==> config.mk <==
export PLATFORM = sky130hd
export DESIGN_NAME = fetch_unit
export DESIGN_NICKNAME = d
export VERILOG_FILES = /design/src/rtl/fetch_unit_pkg.sv /design/src/rtl/fetch_unit.sv
export SDC_FILE = /design/constraint.sdc
export NUM_CORES = 1
export LEC_CHECK = 0
export ABC_AREA = 1
export CAP_MARGIN = 15
export CELL_PAD_IN_SITES_DETAIL_PLACEMENT = 1
export CELL_PAD_IN_SITES_GLOBAL_PLACEMENT = 2
export CORE_MARGIN = 4
export CORE_UTILIZATION = 29
export CTS_BUF_LIST = sky130_fd_sc_hd__clkbuf_4 sky130_fd_sc_hd__clkbuf_8
export CTS_CLUSTER_SIZE = 28
export DETAILED_ROUTE_END_ITERATION = 7
export PLACE_DENSITY = 0.94
export REMOVE_ABC_BUFFERS = 1
export SLEW_MARGIN = 20
export SYNTH_ARGS = -nofsm -noshare
export SYNTH_HDL_FRONTEND = slang
export SYNTH_SLANG_ARGS = --single-unit
==> constraint.sdc <==
create_clock -name I_clk -period 3 [get_ports I_clk]
set_clock_uncertainty 0.05 [all_clocks]
set_input_delay 0.6 -clock I_clk [delete_from_list [all_inputs] [get_ports I_clk]]
set_output_delay 0.6 -clock I_clk [all_outputs]
set_load 0.02 [all_outputs]
==> src/rtl/fetch_unit_pkg.sv <==
// fetch_unit_pkg
//   Shared definitions for the instruction fetch stage: FSM state encodings,
//   fetch fault cause codes and the NOP instruction word presented after reset.
package fetch_unit_pkg;

   typedef enum logic [1:0] {
      FETCH_IDLE = 2'd0,
      FETCH_REQ  = 2'd1,
      FETCH_DONE = 2'd2
   } fetch_state_t;

   localparam logic [1:0] FETCH_FAULT_NONE       = 2'd0;
   localparam logic [1:0] FETCH_FAULT_MISALIGNED = 2'd1;
   localparam logic [1:0] FETCH_FAULT_ACCESS     = 2'd2;
   localparam logic [1:0] FETCH_FAULT_TIMEOUT    = 2'd3;

   // addi x0, x0, 0
   localparam logic [31:0] NOP_INSTR = 32'h0000_0013;

endpackage

==> src/rtl/fetch_unit.sv <==
// fetch_unit
//   Instruction fetch stage of the multi-cycle RV32 core. A fetch pulse in IDLE
//   issues one 32-bit read on the instruction bus (sequential PC or redirect
//   target), the returned word is latched and presented with its PC to the
//   decoder for one cycle. Misaligned targets, bus errors and bus timeouts are
//   reported as one-cycle fault pulses with a held cause and address.
//
// Ports
//   I_clk, I_reset            clock, synchronous active-high reset
//   I_fetch, I_redirect,      fetch request from control; redirect selects
//   I_target                  I_target instead of the sequential PC
//   O_bus_req, O_bus_addr     read request / word address, held until done
//   I_bus_ack, I_bus_err,     bus response: data valid / error / read data
//   I_bus_data
//   O_instr, O_pc             last fetched word and its address
//   O_instr_valid             one-cycle pulse when O_instr/O_pc are new
//   O_busy                    high whenever not IDLE
//   O_fault, O_fault_cause,   one-cycle fault pulse; cause and address are
//   O_fault_addr              held until the next fault or reset
module fetch_unit
   import fetch_unit_pkg::*;
#(
   parameter logic [31:0] RESET_PC       = 32'h0000_0000,
   parameter int unsigned TIMEOUT_CYCLES = 255
) (
   input  logic        I_clk,
   input  logic        I_reset,
   input  logic        I_fetch,
   input  logic        I_redirect,
   input  logic [31:0] I_target,
   output logic        O_bus_req,
   output logic [31:0] O_bus_addr,
   input  logic        I_bus_ack,
   input  logic        I_bus_err,
   input  logic [31:0] I_bus_data,
   output logic [31:0] O_instr,
   output logic [31:0] O_pc,
   output logic        O_instr_valid,
   output logic        O_busy,
   output logic        O_fault,
   output logic [1:0]  O_fault_cause,
   output logic [31:0] O_fault_addr
);

   // Timer value in the last cycle the request may stay outstanding; with the
   // timer cleared on entry to REQ this keeps O_bus_req high TIMEOUT_CYCLES cycles.
   localparam logic [7:0] TIMER_LAST = 8'(TIMEOUT_CYCLES - 1);

   fetch_state_t state_reg, state_next;
   logic [31:0]  fetch_pc_reg, fetch_pc_next;
   logic [31:0]  instr_reg, instr_next;
   logic [31:0]  pc_reg, pc_next;
   logic         bus_req_reg, bus_req_next;
   logic [31:0]  bus_addr_reg, bus_addr_next;
   logic         fault_reg, fault_next;
   logic [1:0]   cause_reg, cause_next;
   logic [31:0]  fault_addr_reg, fault_addr_next;
   logic [7:0]   timer_reg, timer_next;
   logic [31:0]  fetch_addr;

   always_ff @(posedge I_clk) begin
      if (I_reset) begin
         state_reg      <= FETCH_IDLE;
         fetch_pc_reg   <= RESET_PC;
         instr_reg      <= NOP_INSTR;
         pc_reg         <= RESET_PC;
         bus_req_reg    <= 1'b0;
         bus_addr_reg   <= 32'h0;
         fault_reg      <= 1'b0;
         cause_reg      <= FETCH_FAULT_NONE;
         fault_addr_reg <= 32'h0;
         timer_reg      <= 8'h0;
      end else begin
         state_reg      <= state_next;
         fetch_pc_reg   <= fetch_pc_next;
         instr_reg      <= instr_next;
         pc_reg         <= pc_next;
         bus_req_reg    <= bus_req_next;
         bus_addr_reg   <= bus_addr_next;
         fault_reg      <= fault_next;
         cause_reg      <= cause_next;
         fault_addr_reg <= fault_addr_next;
         timer_reg      <= timer_next;
      end
   end

   always_comb begin
      state_next      = state_reg;
      fetch_pc_next   = fetch_pc_reg;
      instr_next      = instr_reg;
      pc_next         = pc_reg;
      bus_req_next    = bus_req_reg;
      bus_addr_next   = bus_addr_reg;
      fault_next      = 1'b0;
      cause_next      = cause_reg;
      fault_addr_next = fault_addr_reg;
      timer_next      = timer_reg;
      fetch_addr      = I_redirect ? I_target : fetch_pc_reg;

      case (state_reg)
         FETCH_IDLE: begin
            if (I_fetch) begin
               if (fetch_addr[1:0] != 2'b00) begin
                  // Misaligned target never reaches the bus.
                  fault_next      = 1'b1;
                  cause_next      = FETCH_FAULT_MISALIGNED;
                  fault_addr_next = fetch_addr;
               end else begin
                  state_next    = FETCH_REQ;
                  bus_req_next  = 1'b1;
                  bus_addr_next = fetch_addr;
                  timer_next    = 8'h0;
               end
            end
         end

         FETCH_REQ: begin
            timer_next = timer_reg + 8'd1;
            // Error has priority over a simultaneous ack; a response in the
            // last allowed cycle still beats the timeout.
            if (I_bus_err) begin
               state_next      = FETCH_IDLE;
               bus_req_next    = 1'b0;
               fault_next      = 1'b1;
               cause_next      = FETCH_FAULT_ACCESS;
               fault_addr_next = bus_addr_reg;
            end else if (I_bus_ack) begin
               state_next    = FETCH_DONE;
               bus_req_next  = 1'b0;
               instr_next    = I_bus_data;
               pc_next       = bus_addr_reg;
               fetch_pc_next = bus_addr_reg + 32'd4;
            end else if (timer_reg == TIMER_LAST) begin
               state_next      = FETCH_IDLE;
               bus_req_next    = 1'b0;
               fault_next      = 1'b1;
               cause_next      = FETCH_FAULT_TIMEOUT;
               fault_addr_next = bus_addr_reg;
            end
         end

         FETCH_DONE: begin
            state_next = FETCH_IDLE;
         end

         default: begin
            state_next = FETCH_IDLE;
         end
      endcase
   end

   assign O_bus_req     = bus_req_reg;
   assign O_bus_addr    = bus_addr_reg;
   assign O_instr       = instr_reg;
   assign O_pc          = pc_reg;
   assign O_instr_valid = (state_reg == FETCH_DONE);
   assign O_busy        = (state_reg != FETCH_IDLE);
   assign O_fault       = fault_reg;
   assign O_fault_cause = cause_reg;
   assign O_fault_addr  = fault_addr_reg;

endmodule

### Word-level counts from Yosys, hierarchy flattened

Cells that the tools add are included.
Widths: inputs -> output; s select.

* bits of input ports: 70
* bits in registers: 174
* output and inout port bits: 134

* eq/ne operators: 9
* bitwise gates (word level): 2
* reduce and logical (&&, ||, !) cells: 10
* multiplexer cells: 34
* $add $sub $neg: 2

Operator list (count)
* $mux 32: 6
* $pmux 32 s2: 1
* $add 32x3->32 const B: 1
* $mux 2: 10
* $mux 8: 2
* $pmux 8 s2: 1
* $reduce_and 3->1: 4
* $mux 1: 10
* $add 8x1->8 const B: 1
* $eq 8x8->1 const B: 1
* $pmux 2 s2: 2
* $ne 2x2->1 const B: 3
* $ne 3x3->1 const B: 2
* $reduce_bool 2->1: 3
* $reduce_and 5->1: 1
* $ne 4x4->1 const B: 1
* $pmux 1 s2: 2
* $reduce_and 4->1: 1
* $eq 2x1->1 const B: 1
* $eq 2x2->1 const B: 1
* $logic_not 2->1: 1
* $not 1->1: 2

### Logic depth before layout (Yosys ltp)

* word-level depth: 5
* gate-level depth with buffers: 11
* gate-level depth less buffers: 10

### Worst setup path before layout

OpenSTA, ideal clock, no wires.

* path kind: reg2reg
* from: reg bus_addr_reg[3], in the netlist O_bus_addr[3]
* to: reg fetch_pc_reg[30]
* stages on the path, launching flop included: 12
* path buffers: 1
* period minus slack after synthesis: 1.759 ns
* path slack: 1.241 ns
* data arrival time: 1.600 ns
* data required time: 2.840 ns
* library setup time: 0.110 ns
* cell sequence: dfxtp_1 > ha_1 > nand2_1 > nor2_4 > nand2_1 > nor2_2 > buf_4 > nand3_1 > nand2_1 > nand3_1 > nand2_1 > inv_1

* longest elaborated chain between the ends: 1

RTL lines
* from (decl): line fetch_unit.sv:54 `logic [31:0] bus_addr_reg, bus_addr_next;`
* from (signal assigned): line fetch_unit.sv:79 `bus_addr_reg <= bus_addr_next;`
* $add 32x3->32: line fetch_unit.sv:132 `fetch_pc_next = bus_addr_reg + 32'd4;`
* to (signal assigned): line fetch_unit.sv:75 `fetch_pc_reg <= fetch_pc_next;`
* to (decl): line fetch_unit.sv:50 `logic [31:0] fetch_pc_reg, fetch_pc_next;`

No other way between the ends.
A chain may end at the register's enable or synchronous reset.

### Worst setup path after layout

* from: reg state_reg[1]
* to: out O_instr_valid

* longest elaborated chain between the ends: 1

RTL lines
* from (decl): line fetch_unit.sv:49 `fetch_state_t state_reg, state_next;`
* from (signal assigned): line fetch_unit.sv:74 `state_reg <= state_next;`
* $eq 2x2->1: line fetch_unit.sv:156 `assign O_instr_valid = (state_reg == FETCH_DONE);`
* to (decl): line fetch_unit.sv:38 `output logic O_instr_valid,`

No other way between the ends.

==> load_flow_metrics.sql <==
INSERT INTO impl_metrics (metric_group, metric, value, unit) VALUES
('status', 'outcome', 'finished clean', ''),
('setup_path', 'cp-end-kind', 'output port', ''),
('placement', 'portBuffers', '203', ''),
('synth', 'yosys-top-cells-area', 'dfxtp_1 (43%), nand2_1 (12%), nor2_1 (10%)', ''),
('cts', 'tritoncts', 'yes', ''),
('sta', 'post-route-period-util', '0.777', ''),
('synth', 'syn-cell-area', '7980', 'sq um'),
('placement', 'placedCellCount', '1706', ''),
('pwr', 'power.ir.vdd_worst', '0.266', 'mV'),
('grt', 'wire_length_of_the_first_global_routing_pass', '43700', 'microns'),
('finish', 'post_layout_instance_count_excluding_filler_cells', '1738', ''),
('detailed_routing', 'detailedRoute.firstPassIterationCount', '4', ''),
('floorplan', 'core-area', '27000', 'sq um'),
('grt', 'grt_use_total', '0.175', ''),
('finish', 'antenna_diodes', '0', ''),
('sta', 'count_of_final_hold_check_violations', '0', ''),
('sta', 'transition_time_at_the_pin_with_the_least_slew_margin', '0.715', 'ns'),
('grt', 'grt_pass1_vias', '8369', ''),
('sta', 'grt_setup_unrepaired', 'no', ''),
('floorplan', 'placement_rows', '60', ''),
('sta', 'final_max_slew_viol_count', '0', ''),
('synth', 'synth_warnings', '0', ''),
('setup_path', 'timing.setup.critical_path_class', 'flop to output port', ''),
('synth', 'synth-edff-count', '0', ''),
('finish', 'finalCoreUtilization', '0.395', ''),
('min_path', 'hold-path-cell-count', '2', ''),
('placement', 'post_dp_cell_area', '10300', 'sq um'),
('synth', 'synth-seq-area-share', '0.431', ''),
('cts', 'number_of_buffers_inserted_during_clock_tree_synthesis', '17', ''),
('synth', 'yosys_register_bits', '172', ''),
('detailed_routing', 'detail_route.drc_violations', '0', ''),
('setup_path', 'cp.required', '2.35', 'ns'),
('sta', 'totalNegativeSetupSlack', '0', 'ns'),
('placement', 'hpwlAfterDp', '18700', 'microns'),
('setup_path', 'r2r_endpoint', 'fetch_pc_reg[24]', ''),
('synth', 'synth_top_area_frac', '0.431', ''),
('cts', 'post_cts.resized_instances', '0', ''),
('sta', 'worst_slew_margin_rel', '0.523', ''),
('cts', 'root_buffer_selected_by_cts', 'clkbuf_8', ''),
('sta', 'fmaxAchievable', '0.429', 'GHz'),
('floorplan', 'die_y', '174', 'microns'),
('synth', 'avg_synthesized_cell_area', '6.54', 'sq um'),
('floorplan', 'die-width', '174', 'microns'),
('min_path', 'hold_path.class', 'flop to flop', ''),
('min_path', 'worstHoldEndpoint', 'fetch_pc_reg[12]', ''),
('cts', 'cts.reportedPaths.clkPinSlew', '0.10', 'ns'),
('setup_path', 'signal_arrival_time_at_the_worst_endpoint', '1.68', 'ns'),
('pwr', 'leakagePower', '4.52', 'nW'),
('sta', 'finalHoldWorstSlack', '0.422', 'ns'),
('cts', 'cts_setup_buffers', '0', ''),
('detailed_routing', 'wl_per_cell', '15.5', 'microns'),
('synth', 'ys_dominant_reg_cell', 'dfxtp_1', ''),
('cts', 'cts-root-to-sink-buffers', '2', ''),
('pwr', 'powerDensity', '484', 'nW/um^2'),
('finish', 'area_growth', '33.7', '%'),
('min_path', 'timing.hold.worst.start', 'fetch_pc_reg[12]', ''),
('finish', 'post-route-cell-area', '10700', 'sq um'),
('synth', 'synthDistinctLibCells', '29', ''),
('sta', 'setup-violations-final', '0', ''),
('floorplan', 'initial_core_util', '0.295', ''),
('finish', 'post_route_cells_drive_above_1_share', '0.0415', ''),
('synth', 'synth-async-reset-ratio', '0', ''),
('setup_path', 'timing.rr.start', 'O_bus_addr[3]', ''),
('setup_path', 'worst_r2r_path_depth', '10', ''),
('detailed_routing', 'detailedRoute.firstIterationViolations', '310', ''),
('run', 'cap_violations', '0', ''),
('floorplan', 'ios', '204', ''),
('cts', 'cts_num_sinks', '172', ''),
('synth', 'syn_inst', '1220', ''),
('placement', 'place_congestion', '0.767', ''),
('finish', 'layout.nets', '1457', '');
## stage by stage
stage	power [mW]	setup WS [ns]
final	5.16	0.668
after detailed placement	3.50	0.423
after floorplan	2.99	-1.30
after global routing	5.45	0.547
after global placement	3.47	0.515
after CTS	5.24	0.618
## final cells by class
| type | instances | area [sq um] | area share |
|---|---|---|---|
| Clock buffer | 18 | 248 | 0.0232 |
| Clock inverter | 14 | 156 | 0.0147 |
| Inverter | 177 | 669 | 0.0627 |
| Multi-Input combinational cell | 801 | 3560 | 0.333 |
| Sequential cell | 172 | 3440 | 0.323 |
| Tap cell | 341 | 427 | 0.0400 |
| Timing Repair Buffer | 215 | 2170 | 0.204 |
## per-layer routing
layer  wire, microns  global-route usage  up-vias  part of all wire
met1           12200               0.219     3853              0.46
met3            1920              0.0624       10             0.072
li1                -                   -     4136                 -
met2           12500               0.298      176              0.47
met4             177              0.0290        0            0.0066
met5               0                   0        -                 0
## cells in the final DEF, fill, tap and decap left out, types with 5 or more instances in the layout
cell type | Yosys | final
dfxtp_1 | 172 | 172
clkdlybuf4s50_1 | 0 | 201
o21ai_0 | 152 | 152
nand4_1 | 13 | 13
nand2_1 | 256 | 256
a211oi_1 | 14 | 14
inv_1 | 175 | 174
buf_12 | 0 | 5
nand3_1 | 55 | 54
buf_4 | 7 | 7
a21oi_1 | 58 | 58
nor2_1 | 221 | 221
nor3_1 | 7 | 7
clkbuf_8 | 0 | 18
## worst max path at each step
stage	from	end	cells past startpoint
2_1_floorplan	state_reg[0]	O_fault_addr[0]	9
3_3_place_gp	I_bus_ack	O_fault_addr[17]	11
3_5_place_dp	I_bus_ack	O_fault_addr[6]	11
4_1_cts	O_bus_addr[15]	O_bus_addr[15]	1
5_1_grt	state_reg[0]	O_busy	3
6_report	state_reg[1]	O_instr_valid	3
## synth_stat cells, drive strengths merged (7+ instances only)
cell    count
nand4      13
a21oi      58
nand2     257
o21ai     153
clkbuf     34
nor3        7
inv       177
nor2      224
a211oi     14
nand3      56
dfxtp     172
buf        36
## critical path: stages, from the launching register on
cell and delay [ns]:
dfxtp_1 0.42, inv_1 0.09, nor2_1 0.11, clkdlybuf4s50_1 0.61
## logic make-up after synthesis
kind of cell	count (synthesis)	synth area share
and+or+nand+nor	561	0.282
buffers and inverters	247	0.124
AOI/OAI and AO/OA	232	0.152
DFF	172	0.431
xor gates and xnor gates	5	0.00549
adders and majority gates	3	0.00470
## power by group
group          internal (mW)  switching, mW  total, mW  leakage [nW]
registers               2.39          0.110       2.50          1.40
clock network          0.779          0.954       1.73         0.198
logic                  0.393          0.532      0.926          2.92
(Power assumes the default switching activity.)
